==> config.mk <==
export PLATFORM = sky130hd
export DESIGN_NAME = seven_seg_decoder
export DESIGN_NICKNAME = d
export VERILOG_FILES = /design/src/rtl/seven_seg_decoder.sv
export SDC_FILE = /design/constraint.sdc
export NUM_CORES = 1
export LEC_CHECK = 0
export BUFFER_PORTS_ARGS = -buffer_cell sky130_fd_sc_hd__buf_4
export CORE_MARGIN = 10
export CORE_UTILIZATION = 30
export CTS_CLUSTER_DIAMETER = 120
export CTS_CLUSTER_SIZE = 30
export DETAILED_ROUTE_END_ITERATION = 10
export GPL_TIMING_DRIVEN = 0
export RECOVER_POWER = 100
export SLEW_MARGIN = 10
export SYNTH_ARGS = -nofsm -noshare
export SYNTH_HDL_FRONTEND = slang
export SYNTH_SLANG_ARGS = --single-unit
export TNS_END_PERCENT = 50
==> constraint.sdc <==
create_clock -name clk -period 6.29 [get_ports clk]
set_clock_uncertainty 0.05 [all_clocks]
set_input_delay 1.258 -clock clk [delete_from_list [all_inputs] [get_ports clk]]
set_output_delay 1.258 -clock clk [all_outputs]
set_load 0.02 [all_outputs]
==> src/rtl/seven_seg_decoder.sv <==
`default_nettype none
// ============================================================================
// Module      : seven_seg_decoder
// Description : Debounces a multiplexed active-low 7-segment bus, decodes each
//               stable pattern to a hex value and reports changes per digit.
//               Define SEG_DECODE_ERR_CNT_EN to add the err_count port.
// Revision    : 1.0 - initial release
// ============================================================================
module seven_seg_decoder #(
  parameter int STABLE_CYCLES = 4
) (
  input  logic        clk,
  input  logic        rst_n,
  input  logic [6:0]  seg_n,
  input  logic [1:0]  dig_sel,
  input  logic        out_ready,
  output logic        out_valid,
  output logic [1:0]  out_digit,
  output logic [3:0]  out_number,
  output logic        out_bad,
  output logic [15:0] digits
`ifdef SEG_DECODE_ERR_CNT_EN
  ,
  output logic [7:0]  err_count
`endif
);

  typedef enum logic [1:0] {
    S_IDLE   = 2'd0,
    S_SETTLE = 2'd1,
    S_HOLD   = 2'd2
  } state_t;

  localparam logic [6:0] c_BLANK_N = 7'h7F;
  localparam logic [3:0] c_STABLE  = 4'(STABLE_CYCLES);

  state_t          state_q;
  logic [3:0]      cnt_q;
  logic [1:0]      samp_dig_q;
  logic [6:0]      samp_seg_q;
  logic [6:0]      res_seg_q;
  logic [3:0][6:0] last_seg_q;
  logic [3:0]      last_vld_q;

  logic [3:0]      num_d;
  logic            bad_d;
  logic            w_changed;
  logic            w_blank;
  logic            w_dup;

  assign w_changed = {dig_sel, seg_n} != {samp_dig_q, samp_seg_q};
  assign w_blank   = samp_seg_q == c_BLANK_N;
  assign w_dup     = last_vld_q[samp_dig_q] && (last_seg_q[samp_dig_q] == samp_seg_q);

  always_comb begin
    num_d = 4'h0;
    bad_d = 1'b0;
    case (~samp_seg_q)
      7'h3F: num_d = 4'h0;
      7'h06: num_d = 4'h1;
      7'h5B: num_d = 4'h2;
      7'h4F: num_d = 4'h3;
      7'h66: num_d = 4'h4;
      7'h6D: num_d = 4'h5;
      7'h7D: num_d = 4'h6;
      7'h07: num_d = 4'h7;
      7'h7F: num_d = 4'h8;
      7'h6F: num_d = 4'h9;
      7'h5F: num_d = 4'hA;
      7'h7C: num_d = 4'hB;
      7'h58: num_d = 4'hC;
      7'h5E: num_d = 4'hD;
      7'h79: num_d = 4'hE;
      7'h71: num_d = 4'hF;
      default: bad_d = 1'b1;
    endcase
  end

  always_ff @(posedge clk) begin
    if (!rst_n) begin
      state_q    <= S_IDLE;
      cnt_q      <= 4'd0;
      samp_dig_q <= 2'd0;
      samp_seg_q <= c_BLANK_N;
      res_seg_q  <= c_BLANK_N;
      last_seg_q <= '0;
      last_vld_q <= 4'b0000;
      out_valid  <= 1'b0;
      out_digit  <= 2'd0;
      out_number <= 4'd0;
      out_bad    <= 1'b0;
      digits     <= 16'h0000;
    end else begin
      samp_dig_q <= dig_sel;
      samp_seg_q <= seg_n;
      case (state_q)
        S_IDLE, S_SETTLE: begin
          // The sample register has now held one value for c_STABLE edges.
          if (state_q == S_SETTLE && cnt_q == c_STABLE) begin
            cnt_q <= 4'd0;
            if (w_blank || w_dup) begin
              state_q <= S_IDLE;
            end else begin
              state_q    <= S_HOLD;
              out_valid  <= 1'b1;
              out_digit  <= samp_dig_q;
              out_number <= num_d;
              out_bad    <= bad_d;
              res_seg_q  <= samp_seg_q;
            end
          end else if (w_changed) begin
            state_q <= S_SETTLE;
            cnt_q   <= 4'd1;
          end else if (cnt_q != 4'hF) begin
            cnt_q <= cnt_q + 4'd1;
          end
        end
        S_HOLD: begin
          if (out_ready) begin
            state_q                <= S_IDLE;
            cnt_q                  <= 4'd0;
            out_valid              <= 1'b0;
            last_seg_q[out_digit]  <= res_seg_q;
            last_vld_q[out_digit]  <= 1'b1;
            if (!out_bad) begin
              digits[{out_digit, 2'b00} +: 4] <= out_number;
            end
          end
        end
        default: state_q <= S_IDLE;
      endcase
    end
  end

`ifdef SEG_DECODE_ERR_CNT_EN
  always_ff @(posedge clk) begin
    if (!rst_n) begin
      err_count <= 8'd0;
    end else if (state_q == S_HOLD && out_ready && out_bad && err_count != 8'hFF) begin
      err_count <= err_count + 8'd1;
    end
  end
`else
  // Error counter omitted in this build.
`endif

endmodule
`default_nettype wire

-- Word level (Yosys, flattened, before mapping)
Index checks and enable logic that the tools add are counted.
- add/sub/neg operators: 2
- multiply operators: 0
- div/mod/pow operators: 0
- magnitude comparators: 3
- equality and inequality tests: 28
- shift-type cells: 2
- multiplexer cells: 26
- bitwise logic cells: 4
- reduce and logical (&&, ||, !) cells: 14
- operator list (kind ; count):
    equality test 7 bit, second input constant ; 14
    one-hot mux 4 bit (15 select lines) ; 1
    bitwise mux 28 bit ; 1
    bitwise mux 16 bit ; 1
    2-to-1 mux 4 bit ; 4
    OR reduction 16 bit ; 1
    variable shift 4 x 6 -> 16 bit, first input constant ; 1
    indexed part select 4 x 6 -> 16 bit ; 1
    binary-select mux 7 bit (select 2 bit) ; 1
    demux 7 bit (select 2 bit) ; 1
    equality test 7 x 3 -> 1 bit, second input constant ; 2
    2-to-1 mux 7 bit ; 2
    != test 9 bit ; 1
    AND reduction 3 bit ; 3
    2-to-1 mux 2 bit ; 4
    != test 4 bit, second input constant ; 2
    one-hot mux 4 bit (2 select lines) ; 1
    equality test 7 x 6 -> 1 bit, second input constant ; 1
    equality test 7 bit ; 1
    inverter 7 bit ; 1
    less-than comparator 2 x 3 -> 1 bit, second input constant ; 2
    2-to-1 mux 1 bit ; 6
    != test 2 bit, second input constant ; 3
    negation 4 -> 6 bit ; 1
    other kinds (19) ; 23
- register bits: 78
- latch bits: 0
- RAM bits: 0
- ROM bits: 0
- bits of input ports: 12
- output and inout bits: 24
- logic and storage cells: 94
- memories: 0

-- Longest topological paths before layout
Gate-level depths: netlist of run 1.
- depth in word-level cells: 8
- gate-level depth with buffers: 9
- depth with buffers taken out: 8

-- Least setup slack after synthesis of run 1
OpenSTA, ideal clock, no wires.
- kind: input port to flip-flop
- start: input port seg_n[5]
- end: register cnt_q[2]
- setup time: 70 ps
- arrival: 2690 ps
- required time: 6170 ps
- path slack: 3480 ps
- stages on the path: 6
- buffers on the path: 0
- cells stage by stage: xor2_1 -> or3_1 -> or4_1 -> nor2_1 -> nand3b_1 -> a21oi_1
- word-level cells in the longest chain between the ends: 4
- elaborated cells on any way between the ends: 6
- those cells by class: eq/ne: 2; mux: 3; reduce/logical: 1
- RTL lines (element ; RTL line ; text):
    start, declared ; 14 ; input logic [6:0] seg_n,
    != test 9 bit (*) ; 51 ; assign w_changed = {dig_sel, seg_n} != {samp_dig_q, samp_seg_q};
    2-to-1 mux 4 bit ; 111 ; end else if (w_changed) begin
    2-to-1 mux 4 bit ; 99 ; if (state_q == S_SETTLE && cnt_q == c_STABLE) begin
    one-hot mux 4 bit (2 select lines) ; 96 ; case (state_q)
    end signal, assigned ; 115 ; cnt_q <= cnt_q + 4'd1;
    end, declared ; 38 ; logic [3:0] cnt_q;
Mark *: on every way between the ends. The rest lies on a longest branch, timed or not.
A chain may end at the register's enable or synchronous reset.

-- Final worst setup path of run 1
- start: register samp_dig_q[0]
- end: register res_seg_q[3]
- word-level cells in the longest chain between the ends: 7
- elaborated cells on any way between the ends: 9
- those cells by class: eq/ne: 1; mux: 4; bitwise: 1; reduce/logical: 3
- RTL lines (element ; RTL line ; text):
    start, declared ; 39 ; logic [1:0] samp_dig_q;
    start signal, assigned ; 94 ; samp_dig_q <= dig_sel;
    binary-select mux 7 bit (select 2 bit) ; 53 ; assign w_dup = last_vld_q[samp_dig_q] && (last_seg_q[samp_dig_q] == samp_seg_q);
    2-to-1 mux 7 bit (implied by the code) ; 53 ;
    equality test 7 bit ; 53 ;
    logical AND 1 bit (*) ; 53 ;
    logical OR 1 bit (*) ; 101 ; if (w_blank || w_dup) begin
    inverter 1 bit (no line) (*) ; -- ;
    AND reduction 3 bit (no line) (*) ; -- ;
    end signal, assigned ; 85 ; res_seg_q <= c_BLANK_N;
    end signal, assigned ; 109 ; res_seg_q <= samp_seg_q;
    end, declared ; 41 ; logic [6:0] res_seg_q;
Mark *: on every way between the ends. The rest lies on a longest branch, timed or not. The select of a mux whose other input is x is not followed.

==> summary.txt, run 1 <==
Outcome
  – Status: complete, no violations

Job
  – Max-cap violations: 0

Synthesis
  – Top cells by count, synth: nand2_1 (104), dfxtp_1 (78), a21oi_1 (50), clkbuf_1 (25), nor2_1 (21)
  – Synth Warn #: 0
  – Synthesis-stage register bit count: 78
  – Synth top area cells: dfxtp_1 (42%), nand2_1 (11%), a21oi_1 (6.8%)
  – Post-synth EDFFs: 0
  – Syn Inst Count: 447
  – Syn nets: 469
  – Unique masters post-synth: 49
  – Ys flop type: dfxtp_1
  – Sequential area share after synthesis: 42.2%
  – Syn_area_per_cell: 8.28 um2
  – Synth area leader: dfxtp_1
  – Post-synthesis instance area: 3700 um2
  – Synth top area share: 42.2%
  – Ys async rst share: 0%
  – Most instantiated library cell after synthesis: nand2_1

Min path
  – Hold Crit Class: reg2reg

Floorplanning
  – Starting Density: 30.7%
  – Full die area: 17200 um2
  – Die height: 131 um
  – Chip width: 131 um
  – Cell row count: 40
  – # IOs: 36
  – Core area: 12100 um2

Clock tree
  – Post_cts resized: 0
  – Clock sinks: 78
  – CTS tree: done
  – Clk slew on worst S/H paths: 0.06 ns
  – Max Buffers Root-to-Sink: 2
  – Hold buffer count at CTS: 0
  – Clock root buffer master: clkbuf_16
  – Clock latency on the worst-skew pair: 0.34 ns
  – Post-CTS Setup Bufs: 0
  – Max H-tree Level: 3
  – CTS buffer count: 9

GRT
  – Vias in the first global route: 3243
  – Largest net degree at the start of global routing: 14
  – First-pass GRT wire length: 16400 um
  – Initial antenna violation count: 0
  – Total grt overflow: 0
  – Global Route Usage Sum: 12.2%

Cells and area
  – Fill cells: 1286
  – Layout Nets: 515
  – ANT cells: 0
  – Share of cells above drive strength 1: 5.42%
  – Final core utilization: 35.9%
  – Synth-to-Final Area Change: 16.8%

Setup path
  – CP cell instances: clkbuf_1, mux4_2, xnor2_1, nand4_1, o31ai_1, clkbuf_1, mux2i_1, nand2_1
  – Crit-path max FO: 10
  – Largest stage delay, worst path: 0.75 ns
  – Most used cell, CP: clkbuf_1
  – CP Launch Type: register
  – Crit end category: register
  – Worst path required time: 6.45 ns
  – Crit path DAT: 3.76 ns
  – CP max stage cell: o31ai_1
  – Setup CP Type: reg2reg

STA
  – Worst Tran Pin Value: 0.902 ns
  – Slew Limit Headroom: 39.4%
  – Setup TNS Final: 0 ns
  – Final setup viols: 0
  – RSZ-0062 raised after global routing: false
  – F_max: 278 MHz
  – Final Hold Viols: 0
  – Tmin final: 3.60 ns
  – Final period util: 57.2%
  – Final-report max-slew violation count: 0

Place
  – GP Congestion: 0.864
  – Dpl hpwl: 7390 um
  – IO Port Bufs: 35

Power and ir drop
  – Sequential share of power: 46.4%
  – Switching share of power: 22.7%
  – Comb pwr share: 5.4%
  – Switch Pwr: 0.245 mW
  – Internal power: 0.836 mW
  – P_leak: 1.46 nW
  – IR drop worst, VDD: 0.000102 V
  – Cell Pwr Density: 250 nW/um2
  – Clk network pwr share: 48.2%

Route
  – Routed via count: 3336
  – Drc violations: 0
  – WL/cell: 15.4 um
  – ANT nets after route: 0
  – Total wire length: 10300 um
  – TritonRoute pass-1 iters: 5
  – Vias per cell: 5.01
  – Initial drt markers: 293
## worst max-delay path: cells and delay by family, from the launching register on
| kind | cells | cell delay [ns] |
|---|---|---|
| compound gates | 1 | 0.75 |
| mux | 2 | 0.90 |
| flops | 1 | 0.31 |
| simple gates | 2 | 0.20 |
| buf+inv | 2 | 1.11 |
| xor+xnor | 1 | 0.16 |
## cell usage in the layout (no fill, tap or decap), types with 2 or more instances in the layout
cell type	instances
a21oi_1	50
nand4_1	19
a21o_1	2
o22ai_1	2
ha_1	10
o31ai_1	6
or4_1	3
inv_1	9
xnor2_1	15
dfxtp_1	78
mux2i_1	8
o211ai_1	2
nor3_1	5
nand3_1	10
a31oi_1	4
nand4b_1	2
nand2b_1	10
nor3b_1	4
a32oi_1	2
nor2b_1	6
nor4_1	4
nand2_1	104
buf_4	4
clkbuf_16	9
and3_1	5
mux4_2	6
clkbuf_1	60
a211oi_1	2
and2_0	2
clkinv_2	2
o21ai_0	9
a22oi_1	2
xor2_1	3
nor2_1	21
## power by group through the flow
| stage | clock [mW] | combinational (mW) | sequential [mW] |
|---|---|---|---|
| floorplan | 0 | 0.0402 | 0.511 |
| global placement | 0 | 0.0592 | 0.512 |
| detailed placement | 0 | 0.0602 | 0.513 |
| CTS | 0.530 | 0.0604 | 0.502 |
| global route | 0.549 | 0.0641 | 0.502 |
| finish | 0.521 | 0.0583 | 0.502 |
## stage by stage
stage	hold WS [ns]	area (um2)	instances	worst slack [ns]	total power [mW]
after floorplan	0.383	3700	447	3.48	0.551
after global placement	0.391	4180	650	3.26	0.572
after detailed placement	0.397	4180	650	3.21	0.573
after CTS	0.405	4470	666	3.58	1.09
after global routing	0.425	4320	666	2.35	1.12
final	0.402	4320	666	2.69	1.08
## state kept, by name, summed over array words and instances (netlist names)
register	count
state_q	2
cnt_q	4
last_seg_q	28
out_valid	1
out_digit	2
out_number	4
samp_dig_q	2
digits	16
res_seg_q	7
out_bad	1
last_vld_q	4
samp_seg_q	7
## kinds of logic (layout without fill, tap and decap cells)
kind of cell | Yosys count | after routing | synth area share, %
compound gates | 87 | 87 | 14.2
buf+inv | 38 | 89 | 4.29
mux | 15 | 15 | 6.12
simple gates | 201 | 201 | 25.6
fa+ha+maj | 10 | 10 | 3.38
xor+xnor | 18 | 18 | 4.26
flops | 78 | 78 | 42.2
## final timing paths
path,from,end,slack [ns],depth (start not counted)
min reg2reg,last_seg_q[6],last_seg_q[6],0.40,2
max,samp_dig_q[0],res_seg_q[3],2.69,8
min,last_seg_q[6],last_seg_q[6],0.40,2
max reg2reg,samp_dig_q[0],res_seg_q[3],2.69,8
## area by class of cell
class / instances / area [um2] / share of cell area (%)
clock inverter: 5 / 56.3 / 1.30
timing repair buffer: 35 / 146 / 3.39
sequential: 78 / 1560 / 36.1
multi-input combinational: 331 / 1960 / 45.4
clock buffer: 11 / 243 / 5.61
inverter: 9 / 33.8 / 0.781
tap: 168 / 210 / 4.86
buffer: 29 / 110 / 2.55
## per-layer routing
metal,vias to the layer above,part of all wire [%],global-route usage [%]
li1,1643,-,-
met1,1581,46,15.4
met2,104,46,19.7
met3,8,6.6,2.94
met4,0,0.99,4.84
met5,-,0,0
Note: power is estimated with default switching activity, not from simulation.
==> inputs of run 2 (changes only) <==
Settings changed: ABC_AREA set to 1.
Clock period 6.29 ns to 3 ns, I/O delays scaled along.
==> summary.txt, run 2 <==
Setup path
  – Worst path required time: 3.16 ns (was 6.45 ns)
  – CP max stage cell: clkbuf_1 (was o31ai_1)
  – WP depth: 15 (was 8)
  – CP delay by family, top: buffers and inverters (unchanged)
  – Crit-path max FO: 10 (unchanged)
  – CP Launch Type: register (unchanged)
  – Worst setup endpoint: res_seg_q[3] (unchanged)
  – Largest stage delay, worst path: 0.55 ns (was 0.75 ns)
  – Terminus of the critical flop-to-flop path: res_seg_q[3] (unchanged)
  – R2R setup slack: 0.60 ns (was 2.69 ns)
  – Crit. Startpoint: samp_dig_q[0] (unchanged)
  – CP cell instances: clkbuf_1, inv_6, buf_8, nand2_1, nand3_1, nand2_1, nand2_1, nand2_1, nand2_1, nor2_2, nand2_2, nand2_4, inv_1, nand2_1, nand3_1 (was clkbuf_1, mux4_2, xnor2_1, nand4_1, o31ai_1, clkbuf_1, mux2i_1, nand2_1)
  – Cell count of the worst reg-to-reg path: 15 (was 8)
  – Crit path DAT: 2.56 ns (was 3.76 ns)
  – Launch point of the worst reg-to-reg path: samp_dig_q[0] (unchanged)
  – Buf/Inv on CP: 4 (was 2)
  – Most used cell, CP: nand2_1 (was clkbuf_1)
  – Crit end category: register (unchanged)
  – Setup CP Type: reg2reg (unchanged)

Synthesis
  – Synth top area cells: dfxtp_1 (40%), nand2_1 (17%), nand3_1 (10%) (was dfxtp_1 (42%), nand2_1 (11%), a21oi_1 (6.8%))
  – Synth area leader: dfxtp_1 (unchanged)
  – Most instantiated library cell after synthesis: nand2_1 (unchanged)
  – Ys flop type: dfxtp_1 (unchanged)
  – Ys async rst share: 0% (unchanged)
  – Synth Warn #: 0 (unchanged)
  – Post-synth EDFFs: 0 (unchanged)
  – Syn Inst Count: 562 (was 447)
  – Post-synthesis instance area: 3890 um2 (was 3700 um2)
  – Unique masters post-synth: 30 (was 49)
  – Synth top area share: 40.1% (was 42.2%)
  – Synthesis-stage register bit count: 78 (unchanged)
  – Top cells by count, synth: nand2_1 (174), dfxtp_1 (78), nand3_1 (78), a21oi_1 (54), inv_1 (40) (was nand2_1 (104), dfxtp_1 (78), a21oi_1 (50), clkbuf_1 (25), nor2_1 (21))
  – Syn nets: 584 (was 469)
  – Sequential area share after synthesis: 40.1% (was 42.2%)
  – Syn_area_per_cell: 6.93 um2 (was 8.28 um2)

STA
  – Hold slack: 0.401 ns (was 0.402 ns)
  – Tmin final: 2.40 ns (was 3.60 ns)
  – F_max: 416 MHz (was 278 MHz)
  – Final Hold Viols: 0 (unchanged)
  – Final period util: 80.1% (was 57.2%)
  – Final-report max-slew violation count: 0 (unchanged)
  – Final setup viols: 0 (unchanged)
  – Slew Limit Headroom: 51.8% (was 39.4%)
  – Setup TNS Final: 0 ns (unchanged)
  – Worst Tran Pin Value: 0.723 ns (was 0.902 ns)
  – RSZ-0062 raised after global routing: false (unchanged)

Min path
  – Hold Crit Class: in2reg (was reg2reg)

Clock tree
  – Clock sinks: 78 (unchanged)
  – Post_cts resized: 0 (unchanged)
  – Max H-tree Level: 3 (unchanged)
  – Post-CTS Setup Bufs: 0 (unchanged)
  – CTS tree: done (unchanged)
  – Clock latency on the worst-skew pair: 0.34 ns (about the same)
  – Hold buffer count at CTS: 0 (unchanged)
  – Max Buffers Root-to-Sink: 2 (unchanged)
  – Clk slew on worst S/H paths: 0.06 ns (about the same)
  – Clock root buffer master: clkbuf_16 (unchanged)
  – CTS buffer count: 9 (unchanged)

Floorplanning
  – Chip width: 134 um (was 131 um)
  – Full die area: 17900 um2 (was 17200 um2)
  – # IOs: 36 (unchanged)
  – Starting Density: 30.7% (about the same)
  – Cell row count: 41 (was 40)
  – Die height: 134 um (was 131 um)
  – Core area: 12700 um2 (was 12100 um2)

Cells and area
  – Fill cells: 1387 (was 1286)
  – ANT cells: 0 (unchanged)
  – Commonest cells after routing, fill and taps aside: nand2_1 (174), nand3_1 (78), dfxtp_1 (78) (was nand2_1 (104), dfxtp_1 (78), clkbuf_1 (60))
  – Share of cells above drive strength 1: 8.32% (was 5.42%)
  – Most common cell after layout, fill and taps aside: nand2_1 (unchanged)
  – Register area: 1560 um2 (unchanged)
  – Layout Nets: 630 (was 515)
  – Synth-to-Final Area Change: 17.5% (was 16.8%)
  – Footprint of the multi-input gates: 1990 um2 (was 1960 um2)
  – Top Registers: last_seg_q x28, digits x16 (unchanged)
  – Max reg flops: 28 (unchanged)
  – Largest Register: last_seg_q (unchanged)

Route
  – Initial drt markers: 199 (was 293)
  – Drc violations: 0 (unchanged)
  – ANT nets after route: 0 (unchanged)
  – WL/cell: 13.6 um (was 15.4 um)
  – Vias per cell: 4.74 (was 5.01)
  – Routed via count: 3720 (was 3336)
  – TritonRoute pass-1 iters: 5 (unchanged)
  – Total wire length: 10700 um (was 10300 um)

GRT
  – Initial antenna violation count: 0 (unchanged)
  – Vias in the first global route: 3567 (was 3243)
  – Global Route Usage Sum: 12.1% (was 12.2%)
  – First-pass GRT wire length: 17800 um (was 16400 um)
  – Total grt overflow: 0 (unchanged)
  – Largest net degree at the start of global routing: 14 (unchanged)

Power and ir drop
  – Switch Pwr: 0.528 mW (was 0.245 mW)
  – Sequential share of power: 44.5% (was 46.4%)
  – Cell Pwr Density: 516 nW/um2 (was 250 nW/um2)
  – Switching share of power: 22.3% (was 22.7%)
  – Comb pwr share: 5.5% (was 5.4%)
  – Clk network pwr share: 50.0% (was 48.2%)
  – P_leak: 1.85 nW (was 1.46 nW)
  – IR drop worst, VDD: 0.000296 V (was 0.000102 V)
  – Internal power: 1.83 mW (was 0.836 mW)

Place
  – IO Port Bufs: 35 (unchanged)
  – Dpl hpwl: 8140 um (was 7390 um)
  – GP Congestion: 0.936 (was 0.864)

Job
  – Max-cap violations: 0 (unchanged)

Outcome
  – Status: complete, no violations (unchanged)
[run 2: cell count changes after synthesis, sizes merged, moves of 7 or more]
| cell | delta |
|---|---|
| buf | +8 |
| clkbuf | -12 |
| inv | +34 |
| mux2i | -8 |
| nand2 | +76 |
| nand2b | -10 |
| nand3 | +68 |
| nand4 | -11 |
| nor2 | +22 |
| nor3 | +7 |
| o21ai | -7 |
| or3 | +8 |
| xnor2 | -9 |
[run 2: metal layers]
| metal | global-route usage, % | up-vias | part of all wire [%] | wire length, um |
|---|---|---|---|---|
| met1 | 15.2 | 1701 | 46 | 4930 |
| met2 | 20.0 | 88 | 48 | 5140 |
| met3 | 2.35 | 12 | 4.4 | 471 |
| met5 | 0 | - | 0 | 0 |
| met4 | 4.47 | 0 | 1.4 | 155 |
| li1 | - | 1919 | - | - |
[run 2: power groups by stage]
stage / Sequential (mW) / Combinational (mW) / Clock, mW
after floorplan: 1.07 / 0.0853 / 0
after global placement: 1.07 / 0.129 / 0
after detailed placement: 1.07 / 0.130 / 0
after CTS: 1.05 / 0.131 / 1.21
after global routing: 1.05 / 0.145 / 1.26
final: 1.05 / 0.129 / 1.18
[run 2: logic make-up after synthesis]
kind of cell	count (synthesis)	share of synthesized area (%)
flops	78	40.1
xor+xnor	8	1.80
fa+ha+maj	10	3.21
simple gates	337	38.5
buf+inv	68	8.22
compound gates	61	8.19
[run 2: final cells by class]
class                      instances  area share, %
clock inverter                     6           1.86
inverter                          43           3.64
buffer                            25           3.17
timing repair buffer              35           3.69
clock buffer                      10           5.22
tap                              172           4.70
sequential                        78           34.1
multi-input combinational        416           43.6
[run 2: worst min path at each step]
stage / from / to / slack (ns) / cells after the start
2_1_floorplan: last_vld_q[1] / last_vld_q[1] / 0.39 / 2
3_3_place_gp: last_vld_q[1] / last_vld_q[1] / 0.40 / 2
3_5_place_dp: last_vld_q[1] / last_vld_q[1] / 0.40 / 2
4_1_cts: seg_n[2] / samp_seg_q[2] / 0.40 / 3
5_1_grt: seg_n[2] / samp_seg_q[2] / 0.41 / 3
6_report: seg_n[2] / samp_seg_q[2] / 0.40 / 3
[run 2: stage by stage]
stage / cells / setup slack [ns] / util [%] / cell area (um2) / total power [mW]
after global placement: 769 / 0.980 / 34.5 / 4370 / 1.20
after CTS: 785 / 1.01 / 37.1 / 4700 / 2.39
after detailed placement: 769 / 0.949 / 34.5 / 4370 / 1.20
after global routing: 785 / 0.415 / 36.1 / 4580 / 2.45
final: 785 / 0.596 / 36.1 / 4580 / 2.36
after floorplan: 562 / 1.15 / - / 3890 / 1.16
[run 2: worst min-delay path: stages]
cell and delay (ns):
buf_4 0.08, inv_1 0.04, nand2_1 0.04
==> inputs of run 3 (changes only) <==
Clock period 3 ns to 2.2 ns, I/O delays scaled along.
==> summary.txt, run 3 (same netlist as run 2, synthesis figures left out) <==
Outcome
  – Status: complete, no violations (unchanged)

Power and ir drop
  – IR drop worst, VDD: 0.000404 V (was 0.000296 V)
  – Total power: 3.22 mW (was 2.36 mW)
  – Comb pwr share: 5.5% (about the same)
  – Sequential share of power: 44.5% (about the same)
  – Switch Pwr: 0.721 mW (was 0.528 mW)
  – Clk network pwr share: 50.0% (about the same)
  – Internal power: 2.50 mW (was 1.83 mW)
  – P_leak: 1.86 nW (was 1.85 nW)
  – Cell Pwr Density: 701 nW/um2 (was 516 nW/um2)
  – Switching share of power: 22.4% (was 22.3%)

Route
  – Routed via count: 3715 (was 3720)
  – ANT nets after route: 0 (unchanged)
  – TritonRoute pass-1 iters: 4 (was 5)
  – WL/cell: 13.6 um (about the same)
  – Total wire length: 10700 um (about the same)
  – Vias per cell: 4.73 (was 4.74)
  – Drc violations: 0 (unchanged)
  – Initial drt markers: 222 (was 199)

Setup path
  – Most used cell, CP: nand2_1 (unchanged)
  – Setup CP Type: reg2reg (unchanged)
  – CP Launch Type: register (unchanged)
  – CP cell instances: buf_6, inv_6, buf_8, nand2_1, nand3_1, nand2_1, nand2_1, nand2_1, nand2_1, nor2_1, nand2_2, nand2_4, inv_1, nand2_1, nand3_1 (was clkbuf_1, inv_6, buf_8, nand2_1, nand3_1, nand2_1, nand2_1, nand2_1, nand2_1, nor2_2, nand2_2, nand2_4, inv_1, nand2_1, nand3_1)
  – Crit-path max FO: 10 (unchanged)
  – Worst path required time: 2.35 ns (was 3.16 ns)
  – Crit end category: register (unchanged)
  – Buf/Inv on CP: 4 (unchanged)
  – Largest stage delay, worst path: 0.32 ns (was 0.55 ns)
  – Crit path DAT: 2.14 ns (was 2.56 ns)
  – CP max stage cell: dfxtp_1 (was clkbuf_1)
  – CP delay by family, top: simple AND/OR/NAND/NOR gates (was buffers and inverters)

Floorplanning
  – # IOs: 36 (unchanged)
  – Starting Density: 30.7% (unchanged)
  – Die height: 134 um (unchanged)
  – Cell row count: 41 (unchanged)
  – Full die area: 17900 um2 (unchanged)
  – Core area: 12700 um2 (unchanged)
  – Chip width: 134 um (unchanged)

STA
  – F_max: 504 MHz (was 416 MHz)
  – RSZ-0062 raised after global routing: false (unchanged)
  – Final period util: 90.2% (was 80.1%)
  – Hold slack: 0.240 ns (was 0.401 ns)
  – Final Hold Viols: 0 (unchanged)
  – Final-report max-slew violation count: 0 (unchanged)
  – Slew Limit Headroom: 59.7% (was 51.8%)
  – Tmin final: 1.98 ns (was 2.40 ns)
  – Final setup viols: 0 (unchanged)
  – Worst Tran Pin Value: 0.604 ns (was 0.723 ns)
  – Setup WS post-layout: 0.216 ns (was 0.596 ns)
  – Setup TNS Final: 0 ns (unchanged)

Cells and area
  – Share of cells above drive strength 1: 8.65% (was 8.32%)
  – Layout Nets: 630 (unchanged)
  – Top Registers: last_seg_q x28, digits x16 (unchanged)
  – Final non-filler cell area: 4600 um2 (was 4580 um2)
  – ANT cells: 0 (unchanged)
  – Largest Register: last_seg_q (unchanged)
  – Commonest cells after routing, fill and taps aside: nand2_1 (174), nand3_1 (78), dfxtp_1 (78) (unchanged)
  – Max reg flops: 28 (unchanged)
  – Synth-to-Final Area Change: 18.1% (was 17.5%)
  – Most common cell after layout, fill and taps aside: nand2_1 (unchanged)

GRT
  – First-pass GRT wire length: 17800 um (unchanged)
  – Vias in the first global route: 3567 (unchanged)
  – Largest net degree at the start of global routing: 14 (unchanged)
  – Initial antenna violation count: 0 (unchanged)
  – Total grt overflow: 0 (unchanged)
  – Global Route Usage Sum: 12.1% (unchanged)

Place
  – Placed instance area: 4370 um2 (unchanged)
  – Pre-CTS setup slack: 0.230 ns (was 0.949 ns)
  – IO Port Bufs: 35 (unchanged)
  – Dpl hpwl: 8140 um (unchanged)
  – GP Congestion: 0.936 (unchanged)

Clock tree
  – Max H-tree Level: 3 (unchanged)
  – Clock latency on the worst-skew pair: 0.34 ns (about the same)
  – Clock sinks: 78 (unchanged)
  – CTS tree: done (unchanged)
  – CTS buffer count: 9 (unchanged)
  – Clock root buffer master: clkbuf_16 (unchanged)
  – Max Buffers Root-to-Sink: 2 (unchanged)
  – Hold buffer count at CTS: 0 (unchanged)
  – Clk slew on worst S/H paths: 0.06 ns (about the same)
  – Post-CTS Setup Bufs: 0 (unchanged)

Min path
  – Hold Crit Class: in2reg (unchanged)

Job
  – Max-cap violations: 0 (unchanged)
run 3: cell count changes in the layout (fill, tap and decap cells not counted):
cell | before | now
nor2_1 | 41 | 40
nor2_8 | 0 | 1
inv_2 | 0 | 1
buf_6 | 3 | 4
clkinv_1 | 1 | 0
buf_2 | 5 | 3
clkbuf_2 | 0 | 1
run 3: worst paths after layout:
| check | from | to | slack (ns) | cells after the start |
|---|---|---|---|---|
| worst max-delay path | samp_dig_q[0] | res_seg_q[4] | 0.22 | 15 |
| worst min-delay path | seg_n[2] | samp_seg_q[2] | 0.24 | 3 |
| worst max register to register | samp_dig_q[0] | res_seg_q[4] | 0.22 | 15 |
| worst min register to register | last_vld_q[1] | last_vld_q[1] | 0.41 | 2 |
run 3: per-stage QoR:
stage	utilization [%]	cells
2_1_floorplan	-	562
3_3_place_gp	34.5	769
3_5_place_dp	34.5	769
4_1_cts	37.1	785
5_1_grt	36.3	785
6_report	36.3	785
run 3: tightest hold or removal path: stages:
cell	delay [ns]
buf_4	0.08
inv_1	0.04
nand2_1	0.04
run 3: cell type report:
class	instances	area (um2)
fill	1386	8070
timing repair buffer	35	169
sequential	78	1560
buffer	25	151
tap	172	215
clock buffer	10	239
clock inverter	6	85.1
multi-input combinational	416	2010
inverter	43	166
run 3: timing repair:
action	CTS	global route
endpoints found under the setup margin	0	1
resized for setup	0	2
endpoints found under the hold margin	0	0
run 3: metal layers:
layer,vias to the layer above,global-route usage (%),part of all wire [%]
li1,1921,-,-
met1,1701,15.2,46
met2,81,20.0,48
met3,12,2.35,4.1
met4,0,4.47,1.4
met5,-,0,0
run 3: power by group through the flow:
stage	Combinational, mW	Sequential (mW)	Clock [mW]
2_1_floorplan	0.116	1.46	0
3_3_place_gp	0.176	1.46	0
5_1_grt	0.200	1.44	1.71
4_1_cts	0.179	1.43	1.65
3_5_place_dp	0.178	1.47	0
6_report	0.177	1.43	1.61
